### src/rtl/bus_responder_pkg.sv
`default_nettype none
// ============================================================================
// Module      : bus_responder_pkg
// Description : Shared types and constants for the bus_responder block:
//               responder FSM states, decoded CPU cycle type and the width
//               of the wait-state counter.
// Revision    : 1.0 - initial release
// ============================================================================
package bus_responder_pkg;

  // Width of the wait-state counter (WAIT_MIN range 0..15)
  localparam int WAIT_W = 4;

  typedef enum logic [1:0] {
    IDLE   = 2'd0,
    ACCESS = 2'd1,
    DONE   = 2'd2,
    DRAIN  = 2'd3
  } state_t;

  typedef enum logic [1:0] {
    CYC_NONE = 2'd0,
    CYC_MEM  = 2'd1,
    CYC_IO   = 2'd2
  } cyc_t;

endpackage : bus_responder_pkg
`default_nettype wire

### src/rtl/bus_window_decode.sv
`default_nettype none
// ============================================================================
// Module      : bus_window_decode
// Description : Combinational CPU bus-cycle classifier and window hit check.
//               Refresh and interrupt-acknowledge cycles are never reported.
// Ports       : i_address[15:0]          CPU address pins
//               i_nmreq/i_niorq/i_nrd/
//               i_nwr/i_nm1/i_nrfsh      CPU control strobes (active-low)
//               o_cyc                    decoded cycle type
//               o_hit                    cycle falls inside its window
// Revision    : 1.0 - initial release
// ============================================================================
module bus_window_decode
  import bus_responder_pkg::*;
#(
  parameter logic [15:0] MEM_BASE = 16'h0000,
  parameter logic [15:0] MEM_MASK = 16'hC000,
  parameter logic [7:0]  IO_BASE  = 8'h10,
  parameter logic [7:0]  IO_MASK  = 8'hF0
) (
  input  logic [15:0] i_address,
  input  logic        i_nmreq,
  input  logic        i_niorq,
  input  logic        i_nrd,
  input  logic        i_nwr,
  input  logic        i_nm1,
  input  logic        i_nrfsh,
  output cyc_t        o_cyc,
  output logic        o_hit
);

  logic w_strobe;
  logic w_mem_cyc;
  logic w_io_cyc;
  logic w_mem_win;
  logic w_io_win;

  assign w_strobe  = !i_nrd || !i_nwr;
  assign w_mem_cyc = !i_nmreq && i_nrfsh && w_strobe;
  // nM1 low together with nIORQ low is an interrupt acknowledge, not I/O
  assign w_io_cyc  = !i_niorq && i_nm1 && w_strobe;

  assign w_mem_win = ((i_address & MEM_MASK) == (MEM_BASE & MEM_MASK));
  assign w_io_win  = ((i_address[7:0] & IO_MASK) == (IO_BASE & IO_MASK));

  always_comb begin
    o_cyc = CYC_NONE;
    if (w_mem_cyc) begin
      o_cyc = CYC_MEM;
    end else if (w_io_cyc) begin
      o_cyc = CYC_IO;
    end
  end

  // Hit is tied to the reported cycle type so the two never disagree
  assign o_hit = ((o_cyc == CYC_MEM) && w_mem_win) ||
                 ((o_cyc == CYC_IO)  && w_io_win);

endmodule : bus_window_decode
`default_nettype wire

### src/rtl/bus_responder.sv
`default_nettype none
// ============================================================================
// Module      : bus_responder
// Description : CPU-bus target. Claims memory / I/O window hits, forwards
//               them to a req/ack backing store, stretches the CPU cycle with
//               nWAIT and returns read data on the CPU data pins.
// Ports       : clk, reset            clock, synchronous active-high reset
//               address, n* strobes   CPU bus inputs
//               data_in               CPU write data
//               data_out, data_oe     read data and its drive enable
//               nWAIT                 wait request (active-low)
//               be_*                  backing-store request/response
// Options     : BUS_RESPONDER_M1_WAIT_EN - one extra wait state on every
//               opcode fetch (MEM read with nM1 low)
// Revision    : 1.0 - initial release
// ============================================================================
module bus_responder
  import bus_responder_pkg::*;
#(
  parameter logic [15:0] MEM_BASE = 16'h0000,
  parameter logic [15:0] MEM_MASK = 16'hC000,
  parameter logic [7:0]  IO_BASE  = 8'h10,
  parameter logic [7:0]  IO_MASK  = 8'hF0,
  parameter int          WAIT_MIN = 1
) (
  input  logic        clk,
  input  logic        reset,
  input  logic [15:0] address,
  input  logic        nMREQ,
  input  logic        nIORQ,
  input  logic        nRD,
  input  logic        nWR,
  input  logic        nM1,
  input  logic        nRFSH,
  input  logic [7:0]  data_in,
  output logic [7:0]  data_out,
  output logic        data_oe,
  output logic        nWAIT,
  output logic        be_req,
  output logic        be_we,
  output logic        be_io,
  output logic [15:0] be_addr,
  output logic [7:0]  be_wdata,
  input  logic [7:0]  be_rdata,
  input  logic        be_ack
);

  localparam logic [WAIT_W-1:0] c_wait_min = WAIT_W'(WAIT_MIN);

  cyc_t              w_cyc;
  logic              w_hit;
  logic              w_release;
  logic [WAIT_W-1:0] w_cnt_load;

  state_t            r_state,    w_state_nxt;
  logic [WAIT_W-1:0] r_cnt,      w_cnt_nxt;
  logic              r_ack_seen, w_ack_seen_nxt;
  logic [7:0]        r_data_out, w_data_out_nxt;
  logic              r_data_oe,  w_data_oe_nxt;
  logic              r_nwait,    w_nwait_nxt;
  logic              r_be_req,   w_be_req_nxt;
  logic              r_be_we,    w_be_we_nxt;
  logic              r_be_io,    w_be_io_nxt;
  logic [15:0]       r_be_addr,  w_be_addr_nxt;
  logic [7:0]        r_be_wdata, w_be_wdata_nxt;

  bus_window_decode #(
    .MEM_BASE (MEM_BASE),
    .MEM_MASK (MEM_MASK),
    .IO_BASE  (IO_BASE),
    .IO_MASK  (IO_MASK)
  ) u_decode (
    .i_address (address),
    .i_nmreq   (nMREQ),
    .i_niorq   (nIORQ),
    .i_nrd     (nRD),
    .i_nwr     (nWR),
    .i_nm1     (nM1),
    .i_nrfsh   (nRFSH),
    .o_cyc     (w_cyc),
    .o_hit     (w_hit)
  );

  // CPU has ended the bus cycle: no data strobe or no space strobe left
  assign w_release = (nRD && nWR) || (nMREQ && nIORQ);

`ifdef BUS_RESPONDER_M1_WAIT_EN
  logic            w_fetch;
  logic [WAIT_W:0] w_load_ext;
  assign w_fetch    = (w_cyc == CYC_MEM) && !nRD && !nM1;
  assign w_load_ext = {1'b0, c_wait_min} + {{WAIT_W{1'b0}}, w_fetch};
  // Saturate rather than wrap when WAIT_MIN is already at full scale
  assign w_cnt_load = w_load_ext[WAIT_W] ? {WAIT_W{1'b1}} : w_load_ext[WAIT_W-1:0];
`else
  assign w_cnt_load = c_wait_min;
`endif

  always_comb begin
    w_state_nxt    = r_state;
    w_cnt_nxt      = r_cnt;
    w_ack_seen_nxt = r_ack_seen;
    w_data_out_nxt = r_data_out;
    w_data_oe_nxt  = r_data_oe;
    w_nwait_nxt    = r_nwait;
    w_be_req_nxt   = r_be_req;
    w_be_we_nxt    = r_be_we;
    w_be_io_nxt    = r_be_io;
    w_be_addr_nxt  = r_be_addr;
    w_be_wdata_nxt = r_be_wdata;

    case (r_state)
      IDLE: begin
        w_data_oe_nxt = 1'b0;
        w_nwait_nxt   = 1'b1;
        if (w_hit) begin
          w_state_nxt    = ACCESS;
          w_be_req_nxt   = 1'b1;
          w_nwait_nxt    = 1'b0;
          w_cnt_nxt      = w_cnt_load;
          w_ack_seen_nxt = 1'b0;
          w_be_addr_nxt  = address;
          w_be_we_nxt    = !nWR;
          w_be_io_nxt    = (w_cyc == CYC_IO);
          w_be_wdata_nxt = data_in;
        end
      end

      ACCESS: begin
        w_cnt_nxt = (r_cnt == '0) ? '0 : r_cnt - 1'b1;
        if (be_ack && r_be_req) begin
          w_ack_seen_nxt = 1'b1;
          w_be_req_nxt   = 1'b0;
          if (!r_be_we) begin
            w_data_out_nxt = be_rdata;
          end
        end
        // Completion uses the registered ack flag, so nWAIT rises one edge
        // after both the ack and the minimum wait count have been reached.
        if (w_release) begin
          w_state_nxt = DRAIN;
          w_nwait_nxt = 1'b1;
        end else if (r_ack_seen && (r_cnt == '0)) begin
          w_state_nxt   = DONE;
          w_nwait_nxt   = 1'b1;
          w_data_oe_nxt = !r_be_we;
        end
      end

      DONE: begin
        w_nwait_nxt = 1'b1;
        if (w_release) begin
          w_state_nxt   = IDLE;
          w_data_oe_nxt = 1'b0;
        end
      end

      DRAIN: begin
        // Aborted cycle: finish the backing-store handshake without data
        w_nwait_nxt   = 1'b1;
        w_data_oe_nxt = 1'b0;
        if (r_ack_seen) begin
          w_state_nxt = IDLE;
        end else if (be_ack && r_be_req) begin
          w_ack_seen_nxt = 1'b1;
          w_be_req_nxt   = 1'b0;
          w_state_nxt    = IDLE;
        end
      end

      default: begin
        w_state_nxt = IDLE;
      end
    endcase
  end

  always_ff @(posedge clk) begin
    if (reset) begin
      r_state    <= IDLE;
      r_cnt      <= '0;
      r_ack_seen <= 1'b0;
      r_data_out <= 8'h00;
      r_data_oe  <= 1'b0;
      r_nwait    <= 1'b1;
      r_be_req   <= 1'b0;
      r_be_we    <= 1'b0;
      r_be_io    <= 1'b0;
      r_be_addr  <= 16'h0000;
      r_be_wdata <= 8'h00;
    end else begin
      r_state    <= w_state_nxt;
      r_cnt      <= w_cnt_nxt;
      r_ack_seen <= w_ack_seen_nxt;
      r_data_out <= w_data_out_nxt;
      r_data_oe  <= w_data_oe_nxt;
      r_nwait    <= w_nwait_nxt;
      r_be_req   <= w_be_req_nxt;
      r_be_we    <= w_be_we_nxt;
      r_be_io    <= w_be_io_nxt;
      r_be_addr  <= w_be_addr_nxt;
      r_be_wdata <= w_be_wdata_nxt;
    end
  end

  assign data_out = r_data_out;
  assign data_oe  = r_data_oe;
  assign nWAIT    = r_nwait;
  assign be_req   = r_be_req;
  assign be_we    = r_be_we;
  assign be_io    = r_be_io;
  assign be_addr  = r_be_addr;
  assign be_wdata = r_be_wdata;

endmodule : bus_responder
`default_nettype wire

### config.mk
export PLATFORM = sky130hd
export DESIGN_NAME = bus_responder
export DESIGN_NICKNAME = d
export VERILOG_FILES = /design/src/rtl/bus_responder_pkg.sv /design/src/rtl/bus_window_decode.sv /design/src/rtl/bus_responder.sv
export SDC_FILE = /design/constraint.sdc
export NUM_CORES = 1
export LEC_CHECK = 0
export ABC_CLOCK_PERIOD_IN_PS = 3050
export BUFFER_PORTS_ARGS = -buffer_cell sky130_fd_sc_hd__buf_4
export CELL_PAD_IN_SITES_DETAIL_PLACEMENT = 0
export CELL_PAD_IN_SITES_GLOBAL_PLACEMENT = 1
export CORE_UTILIZATION = 37
export DETAILED_ROUTE_END_ITERATION = 10
export PLACE_DENSITY_LB_ADDON = 0.15
export SETUP_SLACK_MARGIN = 0.15
export SKIP_LAST_GASP = 1
export SYNTH_ARGS = -nofsm -noshare
export SYNTH_HDL_FRONTEND = slang
export SYNTH_SLANG_ARGS = --single-unit
### constraint.sdc
create_clock -name clk -period 3.05 [get_ports clk]
set_input_delay 0.7625 -clock clk [delete_from_list [all_inputs] [get_ports clk]]
set_output_delay 0.7625 -clock clk [all_outputs]
set_load 0.03 [all_outputs]
==> impl_metrics.py <==
metrics = {
    "final_layout": {
        "num-nets-final": 347,
        "most-common-layout-cells": "buf_4 (79), dfxtp_1 (44), o21ai_0 (36)",
        "n_antenna_cell": 0,
        "layout_commonest_cell": "buf_4",
        "area_growth_pct": 34.1,
        "drive_gt1_share_pct": 29.8,
    },
    "yosys": {
        "synth_area_um2": 2010,
        "synth_compound_gate_area_share_pct": 20.5,
        "synth_fp_nets": 279,
        "ys_types": 35,
        "yosysWarnings": 0,
        "synth_top_family_by_area": "simple AND/OR/NAND/NOR gates",
        "ys_ff_latch": 44,
        "ys_seq_area_share_pct": 43.8,
        "synth.avg_cell_area_um2": 8.53,
        "synthSimpleGateAreaFrac_pct": 25.2,
        "synthMuxAreaShare_pct": 3.98,
        "syn-instance-count": 236,
        "synthAdderAreaFrac_pct": 1.24,
        "synthXorXnorAreaFrac_pct": 0,
    },
    "pwr": {
        "powerDensity_nw_per_um2": 413,
        "clkPwrFrac_pct": 33.6,
        "pwr-share-comb_pct": 13.2,
        "p_seq_share_pct": 53.1,
        "ir_worst_vdd_mv": 0.229,
        "switching_share_pct": 25.2,
        "p_switching_uw": 280,
        "power.internal_uw": 834,
        "leakage_uw": 0.00110,
    },
    "place": {
        "dpl.hpwl_um": 3150,
        "place.gp.congestion": 0.701,
        "io_buffers": 77,
        "dp_slack_ns": 0.595,
    },
    "clock_network": {
        "cts-resized-gates": 0,
        "clk_pin_slew_ns": 0.08,
        "post_cts_buffers": 0,
        "cts_tree": "yes",
        "clk_latency_ns": 0.30,
        "cts_sinks": 44,
        "hold_buffers": 0,
        "numCtsBuffers": 5,
        "cts_buffer_depth": 2,
        "cts_root_buffer": "clkbuf_8",
        "cts_max_level": 2,
    },
    "timing": {
        "fin_skew_ns": 0.00759,
        "finalCritPeriodShare_pct": 69.5,
        "setup_slack_ns": 0.930,
        "rsz0062_at_grt": "no",
        "setup_viol": 0,
        "tns_ns": 0,
        "hold_viol": 0,
        "max_freq_mhz": 472,
        "finalCriticalPeriod_ns": 2.12,
        "slew_viol_final": 0,
        "worstMarginPinSlew_ns": 0.940,
        "relSlewSlack_pct": 37.3,
    },
    "grt": {
        "grt_pass1_vias": 1687,
        "grt_pass1_wl_um": 7410,
        "track_usage_pct": 17.7,
        "grt_max_degree": 69,
        "antenna_found_initial": 0,
        "grt-ovfl-total": 0,
    },
    "status": {
        "status": "finished, final reports clean",
    },
    "critical_path": {
        "critPathMaxFanout": 28,
        "startpoint": "address[5]",
        "reg2reg_slack_ns": 1.29,
        "arrival_ns": 2.34,
        "critPathKind": "primary input to flip-flop",
        "timing.rr.end": "be_wdata[5]",
        "r2r-start": "r_state[0]",
        "worstSetupEndpoint": "be_we",
        "start_kind": "primary input",
        "critPathCaptureType": "flip-flop",
        "crit_required_ns": 3.27,
        "reg2reg_depth": 3,
    },
    "floorplanning": {
        "ios": 78,
        "rows": 26,
        "die-area_um2": 5740,
        "initial_core_util_pct": 38.9,
        "die_w_um": 75.7,
        "die_h_um": 75.7,
        "coreArea_um2": 5170,
    },
    "drt": {
        "wl_per_cell_um": 12.9,
        "avgViaCountPerCell": 4.75,
        "totalWireLength_um": 4840,
        "first_pass_iters": 4,
        "antenna_left": 0,
        "drc": 0,
        "drtIter0Drc": 86,
        "vias": 1783,
    },
    "flow_run": {
        "max_cap_violations": 0,
    },
    "worst_hold_path": {
        "min_path_type": "flip-flop to flip-flop",
    },
}
[per-stage QoR]
stage	cell area, µm²	instances	power, µW	utilization (%)	hold slack [ns]
after CTS	2700	375	1130	52.2	0.474
after detailed placement	2610	367	754	50.4	0.460
after global routing	2700	375	1170	52.2	0.486
after floorplan	2010	236	683	-	0.486
final	2700	375	1110	52.2	0.469
after global placement	2610	367	753	50.4	0.461
[worst min-delay path by stage]
stage                from         end  slack (ns)  depth (start not counted)
4_1_cts            be_req      be_req        0.47                          2
2_1_floorplan  r_ack_seen  r_ack_seen        0.49                          2
3_5_place_dp       be_req      be_req        0.46                          2
6_report           be_req      be_req        0.47                          2
5_1_grt            be_req      be_req        0.49                          2
3_3_place_gp       be_req      be_req        0.46                          2
[power by group through the flow]
stage | sequential [µW] | clock, µW | combinational (µW)
6_report | 592 | 375 | 147
5_1_grt | 594 | 410 | 162
2_1_floorplan | 621 | 0 | 62.8
3_5_place_dp | 606 | 0 | 148
3_3_place_gp | 606 | 0 | 148
4_1_cts | 592 | 390 | 148
[cells in the mapped netlist, drive strengths merged]
library cell / number / area share [%]
nor4b: 1 / 0.44
or3: 1 / 0.31
a22oi: 1 / 0.37
ha: 2 / 1.2
clkbuf: 11 / 2.1
buf: 7 / 2.7
and2b: 1 / 0.37
nor4: 2 / 0.93
nor2b: 26 / 8.1
a21oi: 6 / 1.5
and3: 1 / 0.31
or2: 1 / 0.31
nor2: 11 / 2.1
mux2i: 8 / 4.0
nand2b: 26 / 8.1
o21bai: 1 / 0.37
nand4: 1 / 0.31
a31oi: 1 / 0.31
and2: 1 / 0.31
a211o: 1 / 0.44
a211oi: 3 / 1.1
o41ai: 1 / 0.44
a41oi: 1 / 0.44
o211ai: 3 / 1.1
dfxtp: 44 / 44
nand3: 4 / 1.0
inv: 3 / 0.56
nor3b: 2 / 0.75
a21bo: 2 / 1.0
o21ai: 54 / 13
nor3: 4 / 1.0
nand2: 5 / 0.93
[layer usage]
layer | track usage (%) | share of wire [%]
met1 | 20.2 | 46
met3 | 6.61 | 6.9
met5 | 0 | 0
met2 | 30.0 | 46
met4 | 6.79 | 1.5
[state kept, by name (all words and copies together) (netlist names)]
signal,cells
nWAIT,1
be_wdata,8
be_addr,16
data_out,8
be_io,1
r_state,2
r_ack_seen,1
be_req,1
be_we,1
r_cnt,4
data_oe,1
[critical path, stage by stage]
cell and delay (ns):
buf_4 0.12, nor4_2 0.37, a41oi_2 0.16, or2_1 0.58, a211oi_1 0.34
[cells by family after synthesis]
logic type      after synthesis
simple gates                 87
compound gates               74
flops                        44
buf+inv                      21
mux                           8
fa+ha+maj                     2
[cell type report]
cell class | count | area (µm²)
clock buffer | 6 | 82.6
clock inverter | 2 | 10.0
fill | 515 | 2470
inverter | 3 | 11.3
multi-input combinational | 171 | 1030
sequential | 44 | 881
tap | 70 | 87.6
timing repair buffer | 79 | 593
Power figures use the tool's default switching activity.
